$ cat src/rtl/grey_stream_ctrl_if.sv
// Stream, datapath-return and config signals of grey_stream_ctrl.
// master = stream/datapath side, slave = the controller.
interface grey_stream_ctrl_if #(
    parameter int CNT_W = 12
);
    logic [15:0]      i_rgbdata;
    logic             i_de;
    logic             i_vs;
    logic [15:0]      i_grey16;
    logic [7:0]       i_grey8;
    logic             i_grey_de;
    logic             i_grey_vs;
    logic             i_cfg_valid;
    logic [1:0]       i_cfg_mode;
    logic [7:0]       i_cfg_thresh;
    logic             o_cfg_ready;
    logic [1:0]       o_mode;
    logic [15:0]      o_data;
    logic             o_de;
    logic             o_vs;
    logic             o_frame_done;
    logic [CNT_W-1:0] o_frame_lines;
    logic [CNT_W-1:0] o_line_pixels;
    logic             o_geom_err;

    modport master (
        output i_rgbdata, i_de, i_vs, i_grey16, i_grey8, i_grey_de, i_grey_vs,
               i_cfg_valid, i_cfg_mode, i_cfg_thresh,
        input  o_cfg_ready, o_mode, o_data, o_de, o_vs, o_frame_done,
               o_frame_lines, o_line_pixels, o_geom_err
    );

    modport slave (
        input  i_rgbdata, i_de, i_vs, i_grey16, i_grey8, i_grey_de, i_grey_vs,
               i_cfg_valid, i_cfg_mode, i_cfg_thresh,
        output o_cfg_ready, o_mode, o_data, o_de, o_vs, o_frame_done,
               o_frame_lines, o_line_pixels, o_geom_err
    );
endinterface

$ cat src/rtl/grey_stream_ctrl.sv
// Output-mode sequencer for the RGB565-to-grey datapath: per-frame mode
// switching, bypass alignment and frame geometry measurement.
//
// state     | meaning
// ----------+-----------------------------------------------------
// ST_IDLE   | no frame start seen since reset
// ST_VBLANK | inside a frame, waiting for the first/next active line
// ST_ACTIVE | inside a frame, lines being counted
module grey_stream_ctrl #(
    parameter int         LAT        = 2,
    parameter int         CNT_W      = 12,
    parameter logic [1:0] RST_MODE   = 2'd1,
    parameter logic [7:0] RST_THRESH = 8'd128
) (
    input logic               i_clk,
    input logic               i_rst_n,
    grey_stream_ctrl_if.slave bus
);
    localparam logic [1:0] ST_IDLE   = 2'd0;
    localparam logic [1:0] ST_VBLANK = 2'd1;
    localparam logic [1:0] ST_ACTIVE = 2'd2;
    localparam logic [CNT_W-1:0] CNT_MAX = '1;

    logic [15:0]      rgb_dly [LAT];
    logic             grey_vs_q;
    logic             grey_de_q;
    logic             frame_start;
    logic [1:0]       state;
    logic [1:0]       mode_q;
    logic [7:0]       thresh_q;
    logic             pend_valid;
    logic [1:0]       pend_mode;
    logic [7:0]       pend_thresh;
    logic             cfg_accept;
    logic             cfg_apply;
    logic [15:0]      sel_data;
    logic [15:0]      data_q;
    logic             de_q;
    logic             vs_q;
    logic             done_q;
    logic [CNT_W-1:0] pix_cnt;
    logic [CNT_W-1:0] line_cnt;
    logic [CNT_W-1:0] ref_pix;
    logic             frame_err;
    logic [CNT_W-1:0] lines_q;
    logic [CNT_W-1:0] pixels_q;
    logic             geom_err_q;
    logic             unused_raw;

    // Raw timing only matters to the datapath; alignment follows grey timing.
    assign unused_raw  = bus.i_de ^ bus.i_vs;
    assign frame_start = bus.i_grey_vs & ~grey_vs_q;
    assign cfg_accept  = bus.i_cfg_valid & ~pend_valid;
    assign cfg_apply   = pend_valid & (frame_start | (state == ST_IDLE));

    always_ff @(posedge i_clk or negedge i_rst_n) begin
        if (!i_rst_n) begin
            for (int i = 0; i < LAT; i++) rgb_dly[i] <= '0;
        end else begin
            rgb_dly[0] <= bus.i_rgbdata;
            for (int i = 1; i < LAT; i++) rgb_dly[i] <= rgb_dly[i-1];
        end
    end

    always_comb begin
        sel_data = '0;
        if (bus.i_grey_de) begin
            case (mode_q)
                2'd0:    sel_data = rgb_dly[LAT-1];
                2'd1:    sel_data = bus.i_grey16;
                2'd2:    sel_data = (bus.i_grey8 >= thresh_q) ? 16'hFFFF : 16'h0000;
                default: sel_data = ~bus.i_grey16;
            endcase
        end
    end

    always_ff @(posedge i_clk or negedge i_rst_n) begin
        if (!i_rst_n) begin
            data_q    <= '0;
            de_q      <= 1'b0;
            vs_q      <= 1'b0;
            grey_vs_q <= 1'b0;
            grey_de_q <= 1'b0;
        end else begin
            data_q    <= sel_data;
            de_q      <= bus.i_grey_de;
            vs_q      <= bus.i_grey_vs;
            grey_vs_q <= bus.i_grey_vs;
            grey_de_q <= bus.i_grey_de;
        end
    end

    // A request captured on a frame-start cycle is not yet pending, so it
    // waits for the following frame start.
    always_ff @(posedge i_clk or negedge i_rst_n) begin
        if (!i_rst_n) begin
            mode_q      <= RST_MODE;
            thresh_q    <= RST_THRESH;
            pend_valid  <= 1'b0;
            pend_mode   <= '0;
            pend_thresh <= '0;
        end else if (cfg_apply) begin
            mode_q     <= pend_mode;
            thresh_q   <= pend_thresh;
            pend_valid <= 1'b0;
        end else if (cfg_accept) begin
            pend_valid  <= 1'b1;
            pend_mode   <= bus.i_cfg_mode;
            pend_thresh <= bus.i_cfg_thresh;
        end
    end

    always_ff @(posedge i_clk or negedge i_rst_n) begin
        if (!i_rst_n) begin
            state      <= ST_IDLE;
            pix_cnt    <= '0;
            line_cnt   <= '0;
            ref_pix    <= '0;
            frame_err  <= 1'b0;
            done_q     <= 1'b0;
            lines_q    <= '0;
            pixels_q   <= '0;
            geom_err_q <= 1'b0;
        end else begin
            done_q <= 1'b0;
            if (frame_start) begin
                if (state != ST_IDLE && line_cnt != '0) begin
                    done_q     <= 1'b1;
                    lines_q    <= line_cnt;
                    pixels_q   <= ref_pix;
                    geom_err_q <= frame_err;
                end
                state     <= ST_VBLANK;
                pix_cnt   <= '0;
                line_cnt  <= '0;
                ref_pix   <= '0;
                frame_err <= 1'b0;
            end else begin
                case (state)
                    ST_VBLANK: begin
                        if (bus.i_grey_de && !grey_de_q) begin
                            state   <= ST_ACTIVE;
                            pix_cnt <= {{(CNT_W-1){1'b0}}, 1'b1};
                        end
                    end
                    ST_ACTIVE: begin
                        if (bus.i_grey_de) begin
                            if (pix_cnt == CNT_MAX) frame_err <= 1'b1;
                            else                    pix_cnt   <= pix_cnt + 1'b1;
                        end else if (grey_de_q) begin
                            if (line_cnt == CNT_MAX) frame_err <= 1'b1;
                            else                     line_cnt  <= line_cnt + 1'b1;
                            if (line_cnt == '0)          ref_pix   <= pix_cnt;
                            else if (pix_cnt != ref_pix) frame_err <= 1'b1;
                            pix_cnt <= '0;
                        end
                    end
                    default: ;
                endcase
            end
        end
    end

    assign bus.o_cfg_ready   = ~pend_valid;
    assign bus.o_mode        = mode_q;
    assign bus.o_data        = data_q;
    assign bus.o_de          = de_q;
    assign bus.o_vs          = vs_q;
    assign bus.o_frame_done  = done_q;
    assign bus.o_frame_lines = lines_q;
    assign bus.o_line_pixels = pixels_q;
    assign bus.o_geom_err    = geom_err_q;
endmodule

$ cat src/flat_wrapper.sv
// flat-port wrapper written by rule: the top's interface ports become plain ports
module grey_stream_ctrl_flat 
#(
    parameter int         LAT        = 2,
    parameter int         CNT_W      = 12,
    parameter logic [1:0] RST_MODE   = 2'd1,
    parameter logic [7:0] RST_THRESH = 8'd128
)
  (i_clk, i_rst_n, bus_i_rgbdata, bus_i_de, bus_i_vs, bus_i_grey16, bus_i_grey8, bus_i_grey_de, bus_i_grey_vs, bus_i_cfg_valid, bus_i_cfg_mode, bus_i_cfg_thresh, bus_o_cfg_ready, bus_o_mode, bus_o_data, bus_o_de, bus_o_vs, bus_o_frame_done, bus_o_frame_lines, bus_o_line_pixels, bus_o_geom_err);
  grey_stream_ctrl_if #(.CNT_W(CNT_W)) bus_i ();
  input logic i_clk;
  input logic i_rst_n;
  input wire logic [$bits(bus_i.i_rgbdata)-1:0] bus_i_rgbdata;
  input wire logic [$bits(bus_i.i_de)-1:0] bus_i_de;
  input wire logic [$bits(bus_i.i_vs)-1:0] bus_i_vs;
  input wire logic [$bits(bus_i.i_grey16)-1:0] bus_i_grey16;
  input wire logic [$bits(bus_i.i_grey8)-1:0] bus_i_grey8;
  input wire logic [$bits(bus_i.i_grey_de)-1:0] bus_i_grey_de;
  input wire logic [$bits(bus_i.i_grey_vs)-1:0] bus_i_grey_vs;
  input wire logic [$bits(bus_i.i_cfg_valid)-1:0] bus_i_cfg_valid;
  input wire logic [$bits(bus_i.i_cfg_mode)-1:0] bus_i_cfg_mode;
  input wire logic [$bits(bus_i.i_cfg_thresh)-1:0] bus_i_cfg_thresh;
  output wire logic [$bits(bus_i.o_cfg_ready)-1:0] bus_o_cfg_ready;
  output wire logic [$bits(bus_i.o_mode)-1:0] bus_o_mode;
  output wire logic [$bits(bus_i.o_data)-1:0] bus_o_data;
  output wire logic [$bits(bus_i.o_de)-1:0] bus_o_de;
  output wire logic [$bits(bus_i.o_vs)-1:0] bus_o_vs;
  output wire logic [$bits(bus_i.o_frame_done)-1:0] bus_o_frame_done;
  output wire logic [$bits(bus_i.o_frame_lines)-1:0] bus_o_frame_lines;
  output wire logic [$bits(bus_i.o_line_pixels)-1:0] bus_o_line_pixels;
  output wire logic [$bits(bus_i.o_geom_err)-1:0] bus_o_geom_err;
  assign bus_i.i_rgbdata = bus_i_rgbdata;
  assign bus_i.i_de = bus_i_de;
  assign bus_i.i_vs = bus_i_vs;
  assign bus_i.i_grey16 = bus_i_grey16;
  assign bus_i.i_grey8 = bus_i_grey8;
  assign bus_i.i_grey_de = bus_i_grey_de;
  assign bus_i.i_grey_vs = bus_i_grey_vs;
  assign bus_i.i_cfg_valid = bus_i_cfg_valid;
  assign bus_i.i_cfg_mode = bus_i_cfg_mode;
  assign bus_i.i_cfg_thresh = bus_i_cfg_thresh;
  assign bus_o_cfg_ready = bus_i.o_cfg_ready;
  assign bus_o_mode = bus_i.o_mode;
  assign bus_o_data = bus_i.o_data;
  assign bus_o_de = bus_i.o_de;
  assign bus_o_vs = bus_i.o_vs;
  assign bus_o_frame_done = bus_i.o_frame_done;
  assign bus_o_frame_lines = bus_i.o_frame_lines;
  assign bus_o_line_pixels = bus_i.o_line_pixels;
  assign bus_o_geom_err = bus_i.o_geom_err;
  grey_stream_ctrl #(.LAT(LAT), .CNT_W(CNT_W), .RST_MODE(RST_MODE), .RST_THRESH(RST_THRESH)) u_core (.i_clk(i_clk), .i_rst_n(i_rst_n), .bus(bus_i));
endmodule
$ cat config.mk
export PLATFORM = sky130hd
export DESIGN_NAME = grey_stream_ctrl_flat
export DESIGN_NICKNAME = d
export VERILOG_FILES = /design/src/rtl/grey_stream_ctrl_if.sv /design/src/rtl/grey_stream_ctrl.sv /design/src/flat_wrapper.sv
export SDC_FILE = /design/constraint.sdc
export NUM_CORES = 1
export LEC_CHECK = 0
export CAP_MARGIN = 30
export CELL_PAD_IN_SITES_DETAIL_PLACEMENT = 1
export CELL_PAD_IN_SITES_GLOBAL_PLACEMENT = 2
export CORE_MARGIN = 2
export CORE_UTILIZATION = 31
export CTS_CLUSTER_DIAMETER = 100
export CTS_CLUSTER_SIZE = 30
export DETAILED_ROUTE_END_ITERATION = 10
export PLACE_DENSITY = 0.76
export SLEW_MARGIN = 0
export SYNTH_ARGS = -nofsm -noshare
export SYNTH_HDL_FRONTEND = slang
export SYNTH_SLANG_ARGS = --single-unit
$ cat constraint.sdc
create_clock -name i_clk -period 1.9 [get_ports i_clk]
set_input_delay 0.38 -clock i_clk [delete_from_list [all_inputs] [get_ports i_clk]]
set_output_delay 0.38 -clock i_clk [all_outputs]
set_load 0.1 [all_outputs]
==> out/qor.csv <==
metric;value;unit
fin util;0.477;
total grt overflow;0;
total track usage;0.164;
Placement Setup Slack;-486;ps
Leak Pwr;4.03;nW
clock sinks;136;
Final Cycle Share;1.02;
post-route insts no fill;884;
DR vias/cell;5.02;
maximum clock insertion buffer count;2;
register area share after synthesis;0.587;
total core area;18500;sq um
Fin Setup TNS;-91.0;ps
Avg Cell Area, Syn;12.2;sq um
vias in the first global route;4837;
post-synth net total;548;
reg-to-reg slack, setup;-30;ps
outcome;finished with violations;
GPL Wtd Cong;0.772;
Setup-failing EPs final;5;
antenna violations before repair;0;
Syn Inst Count;477;
htree depth;4;
cell area after synthesis;5800;sq um
Max Slew Vio Count;0;
clock latency at the later pin of the worst-skew pair;420;ps
placed instance count;837;
first-pass GRT wire length;25.6;mm
drt pass-1 iters;4;
Least-Margin Pin Slew;544;ps
count of input and output buffers;101;
Final Hold Vio Count;0;
# rows;50;
setup ws final;-30.8;ps
initial cell density of the core;0.313;
area of the multi-input gates;2580;sq um
TritonCTS clock tree;built;
Setup Skew;8.16;ps
Clock transition at path regs;70;ps
DRC;0;
Worst VDD drop;0.000721;V
crit path DAT;2240;ps
Reg area;3420;sq um
Post-synth ARST share;1.00;
Worst EP required;2210;ps
pin count of the biggest net entering global routing;53;
Setup CP Type;flip-flop to flip-flop;
maxcap violations;0;
initial DRC count;150;
via count;4438;
io pins;104;
Pwr Density;1270;nW/um^2
share of the synthesized area in the top cell type;0.578;
diodes inserted;0;
Worst Setup End Kind;flip-flop;
Die H;141;um
Detail Route Antenna Nets;0;
critical path launch point type;flip-flop;
fmax;518;MHz
crit path time final;1930;ps
hold slack;343;ps
Area Overhead vs Synth;52.2;%
RSZ-0062 raised after global routing;yes;
Unique masters post-synth;55;
Die ar.;19800;sq um
Worst slew margin;0.637;
failing checks;negative setup slack;
number of enable flip-flop cells after synthesis;0;
top post-synthesis cells by area;dfrtp_1, mux2_2, mux2_1, nand2_1, ha_1;
layout cell share with drive strength beyond 1;0.368;
Final Net Count;708;
Post-DP Area;7690;sq um
Most used DFF post-synth;dfrtp_1;
number of synthesized register bits;136;
Num CTS Buffers;17;
worst min path class;flip-flop to flip-flop;
average routed wire per standard cell;19.2;um
total power after layout;11.2;mW
WL final;17.0;mm
Fill cells;1910;
Horiz. Die Dim;141;um
Max Fanout on Critical Path;8;
clk root buf;clkbuf_16;
cell taking the most area after synthesis;dfrtp_1;
Final Instance Area;8830;sq um
post-detail-place hpwl;10.9;mm
Yosys warning count;0;
==> kinds of logic after synthesis <==
kind of cell | Yosys count | share of synthesized area
flip-flops | 136 | 0.587
multiplexers | 47 | 0.0908
XOR/XNOR | 22 | 0.0332
adder cells (fa/ha/maj) | 14 | 0.0302
AND/OR/NAND/NOR | 136 | 0.128
buffers and inverters | 40 | 0.0306
AO/OA/AOI/OAI | 82 | 0.100
==> Yosys cell counts (2+ instances only) <==
master    count
nor2_1       17
a221oi_1     16
dfstp_2       2
ha_1         14
buf_2         7
nand3b_1      2
nand3_1      15
and3_1        5
xnor2_1       7
inv_1        15
nand4_1       7
mux2_1       19
o21ai_0       7
nor4_1        5
clkbuf_1     13
o31ai_1      12
nand2_1      50
and2_1        3
inv_2         2
a21o_1        2
mux2i_1       2
nor2b_1       4
nand2b_1      9
nor3b_1       2
mux2_2       26
dfrtp_1     134
a21oi_1      22
o311ai_0      3
nor3_1        2
nor4_2        2
xor2_1       15
a22o_1       12
buf_6         2
==> flip-flops by register name (all words and copies together), names as in the netlist <==
| signal | cells |
|---|---|
| u_core.state | 2 |
| u_core.bus.o_geom_err | 1 |
| u_core.bus.o_data | 16 |
| u_core.ref_pix | 12 |
| u_core.line_cnt | 12 |
| u_core.grey_de_q | 1 |
| u_core.thresh_q | 8 |
| u_core.pend_mode | 2 |
| u_core.bus.o_mode | 2 |
| u_core.bus.o_line_pixels | 12 |
| u_core.pix_cnt | 12 |
| u_core.pend_valid | 1 |
| u_core.bus.o_frame_lines | 12 |
| u_core.bus.o_frame_done | 1 |
| u_core.frame_err | 1 |
| u_core.rgb_dly | 32 |
| u_core.pend_thresh | 8 |
| u_core.grey_vs_q | 1 |
==> critical path, stage by stage (launching register included) <==
cell and delay, ps:
dfstp_2 540, inv_2 40, ha_4 260, nand4_1 70, o31a_1 310, buf_6 140, buf_12 130, a221oi_1 310
==> layer usage <==
layer / wire [um] / up-vias / global-route usage
met4: 259 / 0 / 0.0500
li1: - / 2029 / -
met5: 0 / - / 0
met1: 7090 / 2274 / 0.202
met2: 8900 / 109 / 0.290
met3: 740 / 26 / 0.0350
==> power by group <==
group	internal [mW]	leakage (nW)	switching, mW
logic	1.44	2.00	2.69
clock network	2.00	0.283	1.37
registers	3.36	1.74	0.347
==> final cells by class <==
cell class	count	area share
multi-input combinational	301	0.293
timing repair buffer	164	0.212
tap	234	0.0332
inverter	17	0.00723
sequential	136	0.387
clock buffer	18	0.0497
clock inverter	14	0.0184
==> path summary, 6_finish.rpt <==
check / to / startpoint / depth (start not counted)
setup / recovery: u_core.bus.o_data[12] / u_core.thresh_q[7] / 7
hold / removal: u_core.rgb_dly[9] / u_core.rgb_dly[25] / 0
setup reg to reg: u_core.bus.o_data[12] / u_core.thresh_q[7] / 7
hold reg to reg: u_core.rgb_dly[9] / u_core.rgb_dly[25] / 0
max in group asynchronous: u_core.line_cnt[0] / i_rst_n / 3
min in group asynchronous: u_core.thresh_q[4] / i_rst_n / 2
==> layout by cell type, fill, tap and decap left out, drive strengths merged, types with 3 or more instances in the layout <==
master           n
dfrtp          134
buf            109
clkdlybuf4s50   52
nand2           51
mux2            45
inv             24
a21oi           22
clkbuf          19
nor2            17
nand3           16
a221oi          16
xor2            15
ha              14
a22o            12
o31ai           12
nand2b           9
nand4            8
o21ai            8
nor4             8
xnor2            7
and3             5
nor2b            4
clkinvlp         4
o311ai           4
and2             3
nor3             3
==> what timing repair did <==
item | CTS | global route
gates cloned | 0 | 3
pin swaps | 0 | 12
setup buffers | 0 | 11
hold endpoints to repair | 47 | 0
hold buffers | 1 | 0
endpoints found under the setup margin | 40 | 63
gates resized for setup | 10 | 80
Power figures use the tool's default switching activity.
